===== config.mk =====
export PLATFORM = sky130hd
export DESIGN_NAME = lfsr_err_counter
export DESIGN_NICKNAME = d
export VERILOG_FILES = /design/src/rtl/lfsr_err_counter.sv
export SDC_FILE = /design/constraint.sdc
export NUM_CORES = 1
export LEC_CHECK = 0
export CAP_MARGIN = 40
export CORE_MARGIN = 5
export CORE_UTILIZATION = 64
export DETAILED_ROUTE_END_ITERATION = 8
export DONT_BUFFER_PORTS = 1
export PLACE_DENSITY = 0.8
export SLEW_MARGIN = 20
export SYNTH_ARGS = -nofsm -noshare
export SYNTH_HDL_FRONTEND = slang
export SYNTH_SLANG_ARGS = --single-unit

===== constraint.sdc =====
create_clock -name clk -period 6.11 [get_ports clk]
set_clock_uncertainty 0.2 [all_clocks]
set_input_delay 1.222 -clock clk [delete_from_list [all_inputs] [get_ports clk]]
set_output_delay 1.222 -clock clk [all_outputs]
set_load 0.03 [all_outputs]

===== src/rtl/lfsr_err_counter.sv =====
// Saturating error counter; a clear in the same cycle as an increment wins.
module lfsr_err_counter #(
    parameter int ERR_W = 16
) (
    input  logic             clk,
    input  logic             reset,
    input  logic             clear,
    input  logic             inc,
    output logic [ERR_W-1:0] count
);

    logic [ERR_W-1:0] count_q, count_d;

    always_comb begin
        count_d = count_q;
        if (clear) begin
            count_d = '0;
        end else if (inc && (count_q != '1)) begin
            count_d = count_q + 1'b1;
        end
    end

    always_ff @(posedge clk or posedge reset) begin
        if (reset) begin
            count_q <= '0;
        end else begin
            count_q <= count_d;
        end
    end

    assign count = count_q;

endmodule


==> summary.txt, run 1 <==
Critical path
  • Reg2Reg Setup Slack: around 3.6 ns
  • CP required: about 6.1 ns
  • Nature of the critical path endpoint: flop
  • Register-to-Register Path Depth: 4
  • Crit-path max FO: 7
  • Crit path DAT: ~2.5 ns
  • R2R Path End: count[0]
  • Crit path kind: reg -> reg
  • Reg2Reg Launch Point: count[11]
  • Worst setup SP type: flop

Power
  • Peak VDD IR: about 0.14 mV
  • Lkg Pwr: about 0.35 nW
  • Pwr dens: a little under 200 nW/µm²

Floorplan
  • Core footprint: 1334 µm²
  • Die Width: 48.17 µm
  • # IOs: 20
  • # rows: 13
  • Die Y: 48.17 µm
  • Initial Util: a little over two thirds
  • Die area: approximately 2300 µm²

Hold path
  • Hold WC Path Type: reg -> reg
  • Hold path depth: 2
  • Hold Path End: count[14]
  • Worst min-delay path startpoint: count[14]

Drt
  • DR vias: between 800 and 900
  • Avg Vias per Cell: approximately 7.3
  • Initial DRC Count: 14
  • Number of remaining DRC errors: 0
  • Drt first pass iters: 4
  • Average wire per standard cell: ~18 µm
  • Remaining antenna violation count: 0
  • Total length of routed wires: ~2000 µm

Placement
  • Setup WS pre-CTS: between 3 and 4 ns
  • Input/output buffers: 0
  • GPL Wtd Cong: around 0.79
  • Hpwl dp: ~1500 µm

STA
  • RSZ-0062 raised after global routing: no
  • Hold Worst Slack: between 0.5 and 0.6 ns
  • Final min period: 2.470 ns
  • Slew Viols, Final: 0
  • Final Hold Viols: 0
  • Slew @ Worst Pin: around 0.71 ns
  • # setup viols final: 0
  • Final setup margin: between 3 and 4 ns
  • F_max: slightly above 400 MHz
  • Final period utilization: between 40 and 50%
  • Max-slew headroom: 51.92%
  • Setup TNS: 0 ns

Global routing
  • Global-route wire length before repair: around 3400 µm
  • Gr usage total: around a fifth
  • Antenna violations before repair: 0
  • Overflow after GRT: 0
  • Vias in the first global route: around 740
  • Largest net degree at the start of global routing: 20

Run status
  • Status: finished, final reports clean

Clock network
  • CTS buffer count: 3
  • Worst-path clk slew: around 0.10 ns
  • Clk_lat worst skew: between 0.2 and 0.3 ns
  • # resized after CTS: 0
  • Clock Sink Count: 16
  • Post-CTS setup buffer count: 0
  • Hold-fix buffers, CTS: 0
  • CTS H-tree depth: 1
  • CTS root buffer: clkbuf_4
  • CTS Buffer Depth: 2
  • CTS tree: done

Yosys
  • Unique masters post-synth: 29
  • Synth async-reset ratio: between 90% and 100%
  • Synthesized flop and latch total: 16
  • EDFF count, synth: 0
  • Syn nets: roughly 110
  • Register area share after synthesis: a little over two fifths
  • Dominant synthesized flop cell: dfrtp_1
  • Share of the synthesized area in the top cell type: 42.95%
  • Synth Area per Inst: about 9 µm²
  • Post-Syn Area: 932.1 µm²
  • Synth Instances: ~100
  • Most frequent cell after synthesis: dfrtp_1
  • Synth warn: 0
  • Post-synth top cells: dfrtp_1 (16), a21oi_1 (12), nand3_1 (7)
  • Largest cells by area after synthesis: dfrtp_1 (43%), a21oi_1 (6.4%), or4_1 (4.8%)
  • Synth area leader: dfrtp_1

Finish
  • Area growth from synthesis to layout: 3.221%
  • Fraction of final layout cells sized beyond drive strength 1: under 10%
  • Max FFs per register: 16
  • Layout Utilization: about 70%
  • N_diodes: 0
  • Final nets: 107

Flow run
  • Max_cap viols: 0
[metrics by stage]
stage               area (µm²)  cells  total power, mW
floorplan                932.1    101           0.1217
global placement         925.9    112           0.1206
detailed placement       925.9    112           0.1208
CTS                      962.2    116           0.1903
global route             962.2    116           0.1982
finish                   962.2    116           0.1900
[worst max path at each step]
stage               slack [ns]       from  cells after the start   endpoint
floorplan                 3.31        inc                      5  count[13]
global placement          3.43        inc                      4  count[13]
detailed placement        3.37        inc                      4  count[13]
CTS                       3.67  count[11]                      4   count[0]
global route              3.47   count[0]                      5   count[0]
finish                    3.64  count[11]                      4   count[0]
[report_power, final]
group | total (mW) | leakage (nW) | switching, mW | internal, mW
sequential | 0.112 | 0.222 | 0.00477 | 0.107
combinational | 0.00667 | 0.103 | 0.00406 | 0.00261
clock | 0.0715 | 0.0210 | 0.0352 | 0.0363
[cells in the final DEF, fill, tap and decap left out, types with 2 or more instances in the layout]
cell      count
nand2_1       6
or3_1         6
nand4_1       4
a21oi_1      12
inv_1         3
or4_1         6
nor2b_1       3
nor2_1        3
o21ai_0       5
nand2b_1      2
mux2_2        2
nand3_1       7
dfrtp_1      16
nor3_1        4
nor4_1        3
clkbuf_4      3
o31ai_1       5
o41ai_1       2
[final cells by class]
type / instances / area [µm²]
inverters: 3 / 11.26
flip-flops and latches: 16 / 400.4
well taps: 15 / 18.77
clock buffers: 4 / 36.28
multi-input cells: 78 / 495.5
fillers: 110 / 371.6
[logic make-up after synthesis]
kind of cell / share of synthesized area [%]
flops: 42.95
fa+ha+maj: 1.342
simple gates: 32.62
buf+inv: 3.892
compound gates: 15.71
mux: 3.490
[routing by layer]
metal	track usage, %	wire (µm)	up-vias
met5	0	0	-
met4	6.989	29	0
met3	6.642	178	5
met2	31.25	977	39
met1	27.02	859	410
li1	-	-	392
[worst max-delay path, cell delays in order (launching register included)]
cell and delay, ns:
dfrtp_1 0.63, nand4_1 0.35, nor4_1 0.72, nor2b_1 0.17, mux2_2 0.30
Power figures use the tool's default switching activity.
==> inputs of run 2 (changes only) <==
Settings changed: CORE_UTILIZATION 64 to 54, PLACE_DENSITY 0.8 to 0.72.
Clock period 6.11 ns to 2 ns, I/O delays scaled along.
==> run 2 against run 1 <==
  * Combinational power grew to 6.8 times the previous value
  * Wire length grew 9.3%
  * Power grew to 3.1 times the previous value
  * Sequential power grew to 3.0 times the previous value
  * Count of clock-buffer cells in the layout is the same
  * Cell count grew 22%
==> summary.txt, run 2 (synthesized netlist as in run 1, its figures left out) <==
Run status
  • Status: finished, final reports clean

Placement
  • Placed Cells: 136 (+21%)
  • GPL Wtd Cong: 0.8136 (+3.6%)
  • Hpwl dp: 1672 µm (+13%)
  • Input/output buffers: 0 (unchanged)

Critical path
  • Cells along the critical path: nand4_1, or4_4, or4_1, a21oi_1
  • Buffers & Inverters on Critical Path: 0 (unchanged)
  • Crit-path max FO: 6 (-1)
  • Worst setup SP type: flop
  • CP required: 2.01 ns (-4.09 ns)
  • Slowest CP cell: or4_4
  • CP peak stage delay: 0.56 ns (-0.16 ns)
  • Nature of the critical path endpoint: flop
  • Crit path DAT: 2.00 ns (-0.46 ns)
  • Crit path max-delay family: simple AND/OR/NAND/NOR gates
  • Crit path kind: reg -> reg

Drt
  • Initial DRC Count: 37 (+23)
  • Drt first pass iters: 4 (unchanged)
  • Avg Vias per Cell: 6.465 (-11%)
  • Total length of routed wires: 2235 µm (+9.3%)
  • Remaining antenna violation count: 0 (unchanged)
  • Average wire per standard cell: 15.74 µm (-11%)
  • Number of remaining DRC errors: 0 (unchanged)
  • DR vias: 918 (+8.5%)

Finish
  • Final nets: 131 (+22%)
  • Commonest non-fill, non-tap cell in the layout: buf_4
  • Most frequent cells in the layout: buf_4 (22), a21oi_1 (12), dfrtp_2 (10)
  • Max FFs per register: 16 (unchanged)
  • Final std cells w/o fill: 142 (+22%)
  • Area growth from synthesis to layout: 25.64%
  • Layout Utilization: 69.33% (-2.8 points)
  • N_diodes: 0 (unchanged)
  • Fraction of final layout cells sized beyond drive strength 1: 35.20% (+25 points)

Floorplan
  • # IOs: 20 (unchanged)
  • Core footprint: 1689 µm² (+27%)
  • Die area: 2657 µm² (+15%)
  • Die Width: 51.55 µm (+7.0%)
  • # rows: 15 (+2)
  • Initial Util: 55.19% (-15 points)
  • Die Y: 51.55 µm (+7.0%)

Power
  • Net Sw Power: 135.1 µW (+210%)
  • Clk pwr share: 36.0% (-1.6 points)
  • PnR Total Power: 590.7 µW (+210%)
  • Sw Share: 22.87% (-0.29 points)
  • Lkg Pwr: 0.4499 nW (+30%)
  • Sequential share of power: 56.3% (-2.5 points)
  • Pint: 455.6 µW (+210%)
  • Logic pwr share: 7.7% (+4.2 points)
  • Pwr dens: 504.4 nW/µm² (+160%)
  • Peak VDD IR: 0.4047 mV (+190%)

STA
  • F_max: 503.9 MHz (+24%)
  • RSZ-0062 raised after global routing: yes
  • # setup viols final: 0 (unchanged)
  • Hold Worst Slack: 0.08560 ns (-0.4492 ns)
  • Slew Viols, Final: 0 (unchanged)
  • Final min period: 1.984 ns (-0.4854 ns)
  • Final Hold Viols: 0 (unchanged)
  • Slew @ Worst Pin: 0.5876 ns (-0.1271 ns)
  • Final period utilization: 99.22% (+59 points)
  • Max-slew headroom: 60.78% (+8.9 points)
  • Setup TNS: 0 ns (unchanged)

Global routing
  • GR peak layer: met2
  • Gr usage total: 19.59% (-0.81 points)
  • Vias in the first global route: 878 (+18%)
  • Met3 usage: 5.444% (-1.2 points)
  • Antenna violations before repair: 0 (unchanged)
  • Overflow after GRT: 0 (unchanged)
  • GR Util met2: 30.08% (-1.2 points)
  • Global-route wire length before repair: 3919 µm (+16%)
  • Met1 usage: 25.78% (-1.2 points)
  • Largest net degree at the start of global routing: 17 (-15%)

Clock network
  • Clk_lat worst skew: 0.29 ns (about the same)
  • Worst-path clk slew: 0.09 ns (about the same)
  • CTS root buffer: clkbuf_4
  • CTS Buffer Depth: 2 (unchanged)
  • Post-CTS setup buffer count: 0 (unchanged)
  • CTS H-tree depth: 1 (unchanged)
  • CTS tree: done
  • CTS buffer count: 3 (unchanged)
  • Clock Sink Count: 16 (unchanged)

Flow run
  • Max_cap viols: 0 (unchanged)

Hold path
  • Hold WC Path Type: in -> reg
-- run 2: changes by cell type in the layout (fill, tap and decap cells not counted), sizes merged --
cell         before  now
buf               0   22
dlygate4sd3       0    2
-- run 2: per-layer routing --
layer	vias to the layer above	routed length, µm
met1	441	1025
li1	441	-
met4	0	18
met2	34	1053
met3	2	138
met5	-	0
-- run 2: layout make-up --
type / instances / area, µm²
Inverter: 3 / 11.26
Sequential cell: 16 / 412.9
Timing Repair Buffer: 24 / 185.2
Tap cell: 17 / 21.27
Fill cell: 133 / 518.0
Multi-Input combinational cell: 78 / 504.2
Clock buffer: 4 / 36.28
-- run 2: timing repair --
action / in CTS / in global routing
hold buffers: 2 / 0
endpoints found under the hold margin: 29 / 0
endpoints found under the setup margin: 0 / 4
resized for setup: 0 / 1
-- run 2: worst reg2reg max path: cells and delay by family (launching register included) --
| kind | cells | cell delay, ns |
|---|---|---|
| flops | 1 | 0.40 |
| compound gates | 1 | 0.16 |
| simple gates | 3 | 1.16 |
-- run 2: path summary, 6_finish.rpt --
| path | start | endpoint | slack (ns) | cells after the start |
|---|---|---|---|---|
| min reg2reg | count[5] | count[5] | 0.40 | 2 |
| min | clear | count[1] | 0.09 | 2 |
| min in group asynchronous | reset | count[6] | 0.41 | 2 |
| max in group asynchronous | reset | count[10] | 0.77 | 2 |
| max reg2reg | count[5] | count[13] | 0.02 | 4 |
| max | count[5] | count[13] | 0.02 | 4 |
-- run 2: power groups by stage --
stage               registers [mW]  clock network [mW]  logic [mW]
floorplan                    0.347                   0      0.0257
detailed placement           0.339                   0      0.0385
global placement             0.338                   0      0.0381
global route                 0.333               0.236      0.0497
CTS                          0.332               0.217      0.0457
finish                       0.332               0.213      0.0454
-- run 2: per-stage QoR --
| step | instance area (µm²) | worst slack [ns] |
|---|---|---|
| after detailed placement | 1112 | 0.07318 |
| after global routing | 1171 | -0.03872 |
| after floorplan | 952.2 | -0.01160 |
| after CTS | 1169 | 0.04906 |
| final | 1171 | 0.01557 |
| after global placement | 1112 | 0.1051 |
